===== src/rtl/sync_frame_rx.sv =====
// 8N1 UART receiver that packs seven consecutive bytes into a 56-bit frame.
// A partial frame is dropped on a stop-bit error or after an inter-byte idle timeout.
module sync_frame_rx #(
    parameter int unsigned CLK_FREQ = 100_000_000,
    parameter int unsigned BAUD     = 9600,
    parameter int unsigned GAP_BITS = 20
) (
    input  logic        clk_i,
    input  logic        reset_i,
    input  logic        rx_i,
    output logic [55:0] received_value_o,
    output logic        rx_done_o,
    output logic        frame_err_o
);

    localparam int unsigned Cpb      = CLK_FREQ / BAUD;
    localparam int unsigned GapLimit = GAP_BITS * Cpb;
    localparam int unsigned BaudW    = $clog2(Cpb + 1);
    localparam int unsigned GapW     = $clog2(GapLimit + 1);

    localparam logic [BaudW-1:0] BitLast  = BaudW'(Cpb - 1);
    localparam logic [BaudW-1:0] HalfLast = BaudW'(Cpb / 2 - 1);
    localparam logic [GapW-1:0]  GapLast  = GapW'(GapLimit - 1);

    typedef enum logic [1:0] {StIdle, StStart, StData, StStop} state_e;

    state_e             state_q;
    logic [1:0]         sync_q;
    logic               rx_s;
    logic [BaudW-1:0]   baud_q;
    logic [GapW-1:0]    gap_q;
    logic [2:0]         bit_idx_q;
    logic [7:0]         shift_q;
    logic [2:0]         byte_cnt_q;
    logic [47:0]        frame_buf_q;   // the six most recent bytes of the frame in progress
    logic [55:0]        received_value_q;
    logic               rx_done_q;
    logic               frame_err_q;

    always_ff @(posedge clk_i) begin
        if (reset_i) begin
            sync_q <= 2'b11;
        end else begin
            sync_q <= {sync_q[0], rx_i};
        end
    end

    assign rx_s = sync_q[1];

    always_ff @(posedge clk_i) begin
        if (reset_i) begin
            state_q          <= StIdle;
            baud_q           <= '0;
            gap_q            <= '0;
            bit_idx_q        <= '0;
            shift_q          <= '0;
            byte_cnt_q       <= '0;
            frame_buf_q      <= '0;
            received_value_q <= '0;
            rx_done_q        <= 1'b0;
            frame_err_q      <= 1'b0;
        end else begin
            rx_done_q   <= 1'b0;
            frame_err_q <= 1'b0;
            case (state_q)
                StIdle: begin
                    // A start edge takes priority over an expiring gap timeout.
                    if (!rx_s) begin
                        state_q <= StStart;
                        baud_q  <= '0;
                        gap_q   <= '0;
                    end else if (byte_cnt_q != 3'd0) begin
                        if (gap_q == GapLast) begin
                            byte_cnt_q <= '0;
                            gap_q      <= '0;
                        end else begin
                            gap_q <= gap_q + 1'b1;
                        end
                    end
                end
                StStart: begin
                    if (baud_q == HalfLast) begin
                        baud_q    <= '0;
                        bit_idx_q <= '0;
                        state_q   <= rx_s ? StIdle : StData;
                    end else begin
                        baud_q <= baud_q + 1'b1;
                    end
                end
                StData: begin
                    if (baud_q == BitLast) begin
                        baud_q    <= '0;
                        shift_q   <= {rx_s, shift_q[7:1]};
                        bit_idx_q <= bit_idx_q + 1'b1;
                        if (bit_idx_q == 3'd7) begin
                            state_q <= StStop;
                        end
                    end else begin
                        baud_q <= baud_q + 1'b1;
                    end
                end
                StStop: begin
                    if (baud_q == BitLast) begin
                        baud_q  <= '0;
                        state_q <= StIdle;
                        if (rx_s) begin
                            frame_buf_q <= {frame_buf_q[39:0], shift_q};
                            if (byte_cnt_q == 3'd6) begin
                                received_value_q <= {frame_buf_q, shift_q};
                                rx_done_q        <= 1'b1;
                                byte_cnt_q       <= '0;
                            end else begin
                                byte_cnt_q <= byte_cnt_q + 1'b1;
                            end
                        end else begin
                            frame_err_q <= 1'b1;
                            byte_cnt_q  <= '0;
                        end
                    end else begin
                        baud_q <= baud_q + 1'b1;
                    end
                end
                default: state_q <= StIdle;
            endcase
        end
    end

    assign received_value_o = received_value_q;
    assign rx_done_o        = rx_done_q;
    assign frame_err_o      = frame_err_q;

endmodule

===== config.mk =====
export PLATFORM = sky130hd
export DESIGN_NAME = sync_frame_rx
export DESIGN_NICKNAME = d
export VERILOG_FILES = /design/src/rtl/sync_frame_rx.sv
export SDC_FILE = /design/constraint.sdc
export NUM_CORES = 1
export LEC_CHECK = 0
export CAP_MARGIN = 15
export CORE_ASPECT_RATIO = 1.1
export CORE_MARGIN = 2
export CORE_UTILIZATION = 50
export DETAILED_ROUTE_END_ITERATION = 10
export GPL_TIMING_DRIVEN = 0
export PLACE_DENSITY = 0.71
export SLEW_MARGIN = 20
export SYNTH_ARGS = -nofsm -noshare
export SYNTH_HDL_FRONTEND = slang
export SYNTH_SLANG_ARGS = --single-unit

===== constraint.sdc =====
create_clock -name clk_i -period 6.1 [get_ports clk_i]
set_input_delay 1.22 -clock clk_i [delete_from_list [all_inputs] [get_ports clk_i]]
set_output_delay 1.22 -clock clk_i [all_outputs]
set_load 0.005 [all_outputs]

Word level (Yosys, flattened, before mapping)
Index checks and enable logic that the tools add are counted.

word-level totals
  flip-flop bits (word level) = 156
  bits of input ports = 3
  output and inout bits = 58
  word-level logic and storage cells = 75

cells by class
  $add $sub $neg = 4
  eq/ne operators = 17
  mux-type cells = 26
  bitwise logic cells = 3
  reduce and logical (&&, ||, !) cells = 14

operators with widths
  operator                                          count
  2-to-1 mux 18 bit                                 3
  2-to-1 mux 14 bit                                 3
  one-hot mux 14 bit (3 select lines)               1
  2-to-1 mux 3 bit                                  8
  adder 18 x 1 -> 18 bit (second input constant)    1
  == test 18 bit (second input constant)            1
  != test 2 bit (second input constant)             8
  adder 14 x 1 -> 14 bit (second input constant)    1
  == test 14 x 13 -> 1 bit (second input constant)  1
  == test 14 bit (second input constant)            1
  2-to-1 mux 2 bit                                  6
  one-hot mux 3 bit (2 select lines)                2
  AND reduction 5 bit                               2
  one-hot mux 2 bit (4 select lines)                1
  adder 3 x 1 -> 3 bit (second input constant)      2
  == test 3 bit (second input constant)             2
  AND reduction 3 bit                               2
  == test 2 bit (second input constant)             2
  AND reduction 2 bit                               2
  AND reduction 4 bit                               1
  nonzero test 2 bit                                2
  OR reduction 4 bit                                1
  inverter 1 bit                                    3
  nonzero test 3 bit                                1
  other kinds (6)                                   7

Depth between registers and ports, before layout
Gate-level depths: netlist (run 1).

  word-level depth = 5
  depth in mapped cells = 8

Least setup slack after synthesis (run 1)
No wires, ideal clock.

  path type = input-to-reg
  start = input reset_i
  end = register baud_q[10]
  library setup time = 0.117 ns
  arrival time = 2.127 ns
  required time = 5.983 ns
  path slack = 3.856 ns
  stages on the path = 5
  cell sequence = clkbuf_1 inv_1 a32o_1 buf_6 a22o_1

RTL lines
  element               RTL line  RTL
  start, declared       9         input logic reset_i,
  end signal, assigned  87        baud_q <= baud_q + 1'b1;
  end signal, assigned  99        baud_q <= baud_q + 1'b1;
  end signal, assigned  120       baud_q <= baud_q + 1'b1;
  end, declared         30        logic [BaudW-1:0] baud_q;

Worst setup path after layout (run 1)
  start = register baud_q[6]
  end = register received_value_q[35], in the netlist received_value_o[35]

between the ends
  longest elaborated chain between the ends = 2

ends and longest elaborated chain
  element                        RTL line  RTL
  == test 14 bit                 103       if (baud_q == BitLast) begin
  AND reduction 4 bit (no line)  --
  end signal, assigned           109       received_value_q <= {frame_buf_q, shift_q};
  end, declared                  36        logic [55:0] received_value_q;

No other way between the ends.
A chain may end at the register's enable or synchronous reset.

==> results.md, run 1 <==
- Outcome: finished clean
- Initial DRC Count: 283
- Dpl ws: around 3300 ps
- CP Class: reg2reg
- Data required time at the worst endpoint: roughly 6400 ps
- Relative slew margins: roughly two fifths
- Fillcell total: 1043
- Period utilisation layout: 46.2%
- Register Area: 3120 µm²
- Worst setup EP type: flop
- Area of the multi-input gates: ~2700 µm²
- Synth Warn #: 0
- Initial Utilization: between 50 and 60%
- Slew @ Worst Pin: ~900 ps
- Final net count: ~840
- CP max FO: 10
- Cts bufs inserted: 17
- Worst path bufs/invs: 3
- Antenna violations before repair: 0
- Flop pwr share: 45.6%
- Slowest cell delay on critical path: ~630 ps
- Hold Path Class: reg2reg
- Max clock buf depth: 2
- Kind of cell adding the most delay to the critical path: simple AND/OR/NAND/NOR gates
- Resized Gates After CTS: 0
- VDD IR-drop max: about 0.16 mV
- Setup_tns: 0 ps
- Clock-pin slew on the worst setup and hold paths: roughly 60 ps
- Global-route wire length before repair: ~24 mm
- Grt ovf: 0
- Final setup viols: 0
- Drt total wl: about 14 mm
- Hold_buf cts: 0
- Leak pwr: 2.51 nW
- Clock Skew: 6.67 ps
- Gate power share: under 10%
- RSZ-0062 raised after global routing: no
- Router iterations before antenna repair: 5
- Post-route cell area: around 7600 µm²
- Mapped Cells: roughly 760
- Detail Placement HPWL: between 9 and 10 mm
- Crit path DAT: 3110 ps
- Core area: ~12000 µm²
- Worst Setup Slack, final: between 3000 and 4000 ps
- Sink Count: 156
- P_sw: 457 µW
- Post-Synthesis Cell Area: slightly above 6000 µm²
- Setup Fix Bufs, Post-CTS: 0
- Site Rows: 42
- WL/cell: between 10 and 15 µm
- Slew Viols, Final: 0
- Critical-path cell with the highest stage delay: nor4_1
- CTS tree: built
- Post-synth EDFFs: 0
- Commonest cells post-synth: nand2_1 (235), dfxtp_1 (156), a21oi_1 (117)
- Crit path cell chain: buf_6, or4b_4, nor4_1, nand3_1, clkbuf_1, buf_2, nand2_1, a21oi_1
- Io pins: 61
- Vias: 5384
- Net count of the mapped netlist: approximately 760
- Clock Tree Root: clkbuf_16
- Synth unique cells: 50
- Die width: approximately 110 µm
- # port buffers: between 50 and 60
- Power share of the clock group: a little over half
- PD cells: roughly 300 nW/µm²
- Sw Share: between 20% and 30%
- Met2 usage: between 30% and 40%
- Die area: approximately 13000 µm²
- Largest net degree at the start of global routing: 17
- Largest area contributor in the netlist: dfxtp_1
- Placed Cells: around 970
- Total power: around 2.2 mW
- DP Area: 6920 µm²
- ANT nets after route: 0
- Max Clock Freq: between 0.3 and 0.4 GHz
- Internal Pwr Total: 1.78 mW
- Area grow syn2layout: 23.6%
- Async SR Flop Fraction: 0%
- Vias in the first global route: 5156
- Htree depth: 4
- Grt met1 use: 27.5%
- Placer Congestion: 0.828
- Chip height: between 100 and 150 µm
- Seq/Total Area, Yosys: between 50 and 60%
- #FFs+latches synth: ~160
- Top-count cell post-synth: nand2_1
- Cell Count, Final, Fillers Out: around 1000
- Post-DR vias/cell: 5.38
- Mean Syn Cell Area: roughly 8.1 µm²
- Synth top area share: 50.9%
- Startpoint type of the worst setup path: flop
- Gr usage total: between 20% and 30%
- Top Usage Layer GRT: met2
- Layout cell share with drive strength beyond 1: 7.20%
- Synth Flop Type: dfxtp_1
- DRC errors left: 0
- Worst-Skew Late Latency: 420 ps
- Final hold vios: 0
- Diodes inserted: 0
- Dominant cells by area after synthesis: dfxtp_1 (51%), nand2_1 (14%), a21oi_1 (9.5%)
- Met3 Usage GRT: under 10%
- Maxcap violations: 0
- Min Tclk post-route: roughly 2800 ps
-- worst paths after layout --
kind	from	endpoint	slack [ps]	cells after the start
setup / recovery	baud_q[6]$_SDFFE_PP0P_	received_value_o[35]$_SDFFE_PP0P_	3280	8
hold reg to reg	sync_q[0]$_SDFF_PP1_	sync_q[1]$_SDFF_PP1_	410	1
hold / removal	sync_q[0]$_SDFF_PP1_	sync_q[1]$_SDFF_PP1_	410	1
setup reg to reg	baud_q[6]$_SDFFE_PP0P_	received_value_o[35]$_SDFFE_PP0P_	3280	8
-- cells in the final DEF (no fill, tap or decap), drive strengths merged, types with 4 or more instances in the layout --
| cell type | n |
|---|---|
| nand2 | 235 |
| nand4b | 4 |
| o21ai | 6 |
| a31oi | 9 |
| clkbuf | 47 |
| a21oi | 117 |
| nand4 | 10 |
| dfxtp | 156 |
| mux2i | 10 |
| or2 | 5 |
| nor3 | 5 |
| inv | 13 |
| clkdlybuf4s50 | 59 |
| buf | 21 |
| bufinv | 5 |
| nand3b | 7 |
| nor4 | 4 |
| nor2 | 47 |
| nand2b | 5 |
| ha | 4 |
| xor2 | 8 |
| nand3 | 18 |
| xnor2 | 9 |
-- logic make-up after synthesis --
kind of cell	after synthesis	synth area share, %
AND/OR/NAND/NOR	361	26.0
flip-flops	156	50.9
AO/OA/AOI/OAI	149	13.2
buffers and inverters	59	5.05
XOR/XNOR	17	2.42
multiplexers	10	1.63
adder cells (fa/ha/maj)	4	0.815
-- area by class of cell --
class / instances / share of cell area, %
clock inverter: 12 / 2.75
multi-input combinational: 541 / 35.7
inverter: 11 / 0.544
tap: 154 / 2.54
timing repair buffer: 59 / 7.78
sequential: 156 / 41.1
buffer: 48 / 3.54
clock buffer: 20 / 6.02
-- worst register-to-register path, delay by kind of cell, from the launching register on --
kind            cells  cell delay (ps)
compound gates      1               60
simple gates        4             1510
buf+inv             3              830
flops               1              310
-- registers in the layout, summed over array words and instances (netlist names), named ones only --
| signal | flops |
|---|---|
| baud_q | 14 |
| bit_idx_q | 3 |
| byte_cnt_q | 3 |
| frame_buf_q | 48 |
| frame_err_o | 1 |
| gap_q | 18 |
| received_value_o | 56 |
| rx_done_o | 1 |
| shift_q | 8 |
| state_q | 1 |
| sync_q | 2 |
-- power by group through the flow --
stage	registers, mW	logic, mW	clock network, mW
2_1_floorplan	1.04	0.0271	0
3_3_place_gp	1.04	0.0376	0
3_5_place_dp	1.04	0.0384	0
4_1_cts	1.02	0.0388	1.19
5_1_grt	1.02	0.0429	1.24
6_report	1.02	0.0389	1.18
-- stage by stage --
step                hold slack (ps)  util, %
detailed placement              397     57.5
CTS                             412     63.1
global route                    439     63.1
finish                          410     63.1
global placement                391     57.5
floorplan                       389        -
-- metal layers --
layer	up-vias	wire length, µm
li1	2696	-
met1	2538	6160
met2	125	7070
met3	25	549
met4	0	276
met5	-	0
Power figures use the tool's default switching activity.
==> inputs of run 2 (changes only) <==
==> constraint.sdc (replaced) <==
create_clock -name clk_i -period 2.83 [get_ports clk_i]
set_input_delay 0.566 -clock clk_i [delete_from_list [all_inputs] [get_ports clk_i]]
set_output_delay 0.566 -clock clk_i [all_outputs]
set_load 0.005 [all_outputs]
==> results.md, run 2 (synthesis gave the netlist of run 1 again) <==
- Cell Count, Final, Fillers Out: 1001 (unchanged)
- Worst-Skew Late Latency: 420 ps (about the same)
- Initial Utilization: 51.0% (unchanged)
- Slowest cell delay on critical path: 530 ps (was 630 ps)
- Site Rows: 42 (unchanged)
- Commonest non-fill, non-tap cells in the layout: nand2_1 (235), dfxtp_1 (156), a21oi_1 (117) (unchanged)
- Initial DRC Count: 282 (was 283)
- Placer Congestion: 0.828 (unchanged)
- DRC errors left: 0 (unchanged)
- CP Class: reg2reg (unchanged)
- Min Tclk post-route: 2590 ps (was 2820 ps)
- Grt ovf: 0 (unchanged)
- Area grow syn2layout: 23.7% (was 23.6%)
- Max clock buf depth: 2 (unchanged)
- Hold Path Class: reg2reg (unchanged)
- Final setup viols: 0 (unchanged)
- Chip height: 120 µm (unchanged)
- Final hold vios: 0 (unchanged)
- Post-route cell area: 7600 µm² (was 7590 µm²)
- Worst setup EP type: flop (unchanged)
- Hold_buf cts: 0 (unchanged)
- Layout cell share with drive strength beyond 1: 7.32% (was 7.20%)
- Period utilisation layout: 91.4% (was 46.2%)
- Die area: 13200 µm² (unchanged)
- Gate power share: 1.7% (about the same)
- Data required time at the worst endpoint: 3120 ps (was 6390 ps)
- Internal Pwr Total: 3.84 mW (was 1.78 mW)
- CP max FO: 10 (unchanged)
- Die width: 110 µm (unchanged)
- Clock Skew: 6.70 ps (was 6.67 ps)
- Relative slew margins: 39.7% (was 39.5%)
- Fillcell total: 1041 (was 1043)
- WL/cell: 14.0 µm (about the same)
- Post-DR vias/cell: 5.37 (was 5.38)
- Finished Core Util: 63.1% (about the same)
- Worst path bufs/invs: 3 (unchanged)
- ANT nets after route: 0 (unchanged)
- Global-route wire length before repair: 23.6 mm (unchanged)
- PD cells: 635 nW/µm² (was 295 nW/µm²)
- Startpoint type of the worst setup path: flop (unchanged)
- Clock-pin slew on the worst setup and hold paths: 60 ps (about the same)
- Outcome: finished clean (unchanged)
- Gr usage total: 22.4% (unchanged)
- Area of the multi-input gates: 2710 µm² (about the same)
- Io pins: 61 (unchanged)
- Critical-path cell with the highest stage delay: or4b_4 (was nor4_1)
- Final net count: 841 (unchanged)
- Cts bufs inserted: 17 (unchanged)
- Resized Gates After CTS: 1 (was 0)
- P_sw: 983 µW (was 457 µW)
- Largest net degree at the start of global routing: 17 (unchanged)
- Core area: 12000 µm² (unchanged)
- RSZ-0062 raised after global routing: no (unchanged)
- Commonest non-fill, non-tap cell in the layout: nand2_1 (unchanged)
- Antenna violations before repair: 0 (unchanged)
- Setup Fix Bufs, Post-CTS: 0 (unchanged)
- CTS tree: built (unchanged)
- Vias in the first global route: 5156 (unchanged)
- Register Area: 3120 µm² (unchanged)
- Kind of cell adding the most delay to the critical path: simple AND/OR/NAND/NOR gates (unchanged)
- Vias: 5374 (was 5384)
- Sink Count: 156 (unchanged)
- Clock Tree Root: clkbuf_16 (unchanged)
- Setup_tns: 0 ps (unchanged)
- Sw Share: 20.4% (about the same)
- DP Area: 6920 µm² (unchanged)
- Crit path cell chain: buf_6, or4b_4, nor4_2, nand3_1, clkbuf_1, buf_2, nand2_1, a21oi_1 (was buf_6, or4b_4, nor4_1, nand3_1, clkbuf_1, buf_2, nand2_1, a21oi_1)
- VDD IR-drop max: 0.347 mV (was 0.161 mV)
- Slew @ Worst Pin: 897 ps (was 899 ps)
- Drt total wl: 14.1 mm (about the same)
- Power share of the clock group: 52.6% (was 52.7%)
- Diodes inserted: 0 (unchanged)
- Largest register FFs: 56 (unchanged)
- Max Clock Freq: 0.386 GHz (was 0.355 GHz)
- Detail Placement HPWL: 9.93 mm (unchanged)
- Maxcap violations: 0 (unchanged)
- Final hold slack: 410 ps (about the same)
- Flop pwr share: 45.6% (about the same)
- Crit path DAT: 2880 ps (was 3110 ps)
- Router iterations before antenna repair: 5 (unchanged)
- Slew Viols, Final: 0 (unchanged)
- Htree depth: 4 (unchanged)
- # port buffers: 59 (unchanged)
- Leak pwr: 2.51 nW (about the same)
- Placed Cells: 969 (unchanged)
## run 2: worst paths after layout
kind / slack, ps / cells past startpoint / from / end
worst max-delay path: 240 / 8 / baud_q[6]$_SDFFE_PP0P_ / received_value_o[35]$_SDFFE_PP0P_
worst min-delay path: 410 / 1 / sync_q[0]$_SDFF_PP1_ / sync_q[1]$_SDFF_PP1_
worst max register to register: 240 / 8 / baud_q[6]$_SDFFE_PP0P_ / received_value_o[35]$_SDFFE_PP0P_
worst min register to register: 410 / 1 / sync_q[0]$_SDFF_PP1_ / sync_q[1]$_SDFF_PP1_
## run 2: per-layer routing
metal / up-vias / wire, µm / share of wire, % / GRT usage [%]
li1: 2694 / - / - / -
met2: 122 / 7090 / 50 / 38.4
met4: 0 / 276 / 2.0 / 9.26
met1: 2533 / 6150 / 44 / 27.5
met5: - / 0 / 0 / 0
met3: 25 / 535 / 3.8 / 3.88
## run 2: metrics by stage
| stage | setup slack (ps) | total power [mW] |
|---|---|---|
| after CTS | 241 | 4.85 |
| after global routing | 95.7 | 4.96 |
| final | 242 | 4.83 |
| after floorplan | 614 | 2.31 |
| after global placement | 44.6 | 2.33 |
| after detailed placement | 1.06 | 2.33 |
## run 2: cell type report
type,instances,area share (%)
inverter,11,0.544
buffer,48,3.54
tap,154,2.54
multi-input combinational,541,35.7
timing repair buffer,59,7.77
sequential,156,41.1
clock buffer,20,6.01
clock inverter,12,2.75
## run 2: power by group through the flow
stage / Clock (mW) / Sequential (mW) / Combinational [mW]
2_1_floorplan: 0 / 2.25 / 0.0585
3_3_place_gp: 0 / 2.25 / 0.0811
3_5_place_dp: 0 / 2.25 / 0.0829
4_1_cts: 2.57 / 2.20 / 0.0837
5_1_grt: 2.67 / 2.20 / 0.0924
6_report: 2.54 / 2.20 / 0.0838
## run 2: worst register-to-register path: stages (launching register included)
cell and delay [ps]:
dfxtp_1 310, buf_6 130, or4b_4 530, nor4_2 450
nand3_1 220, clkbuf_1 380, buf_2 300, nand2_1 90
a21oi_1 60
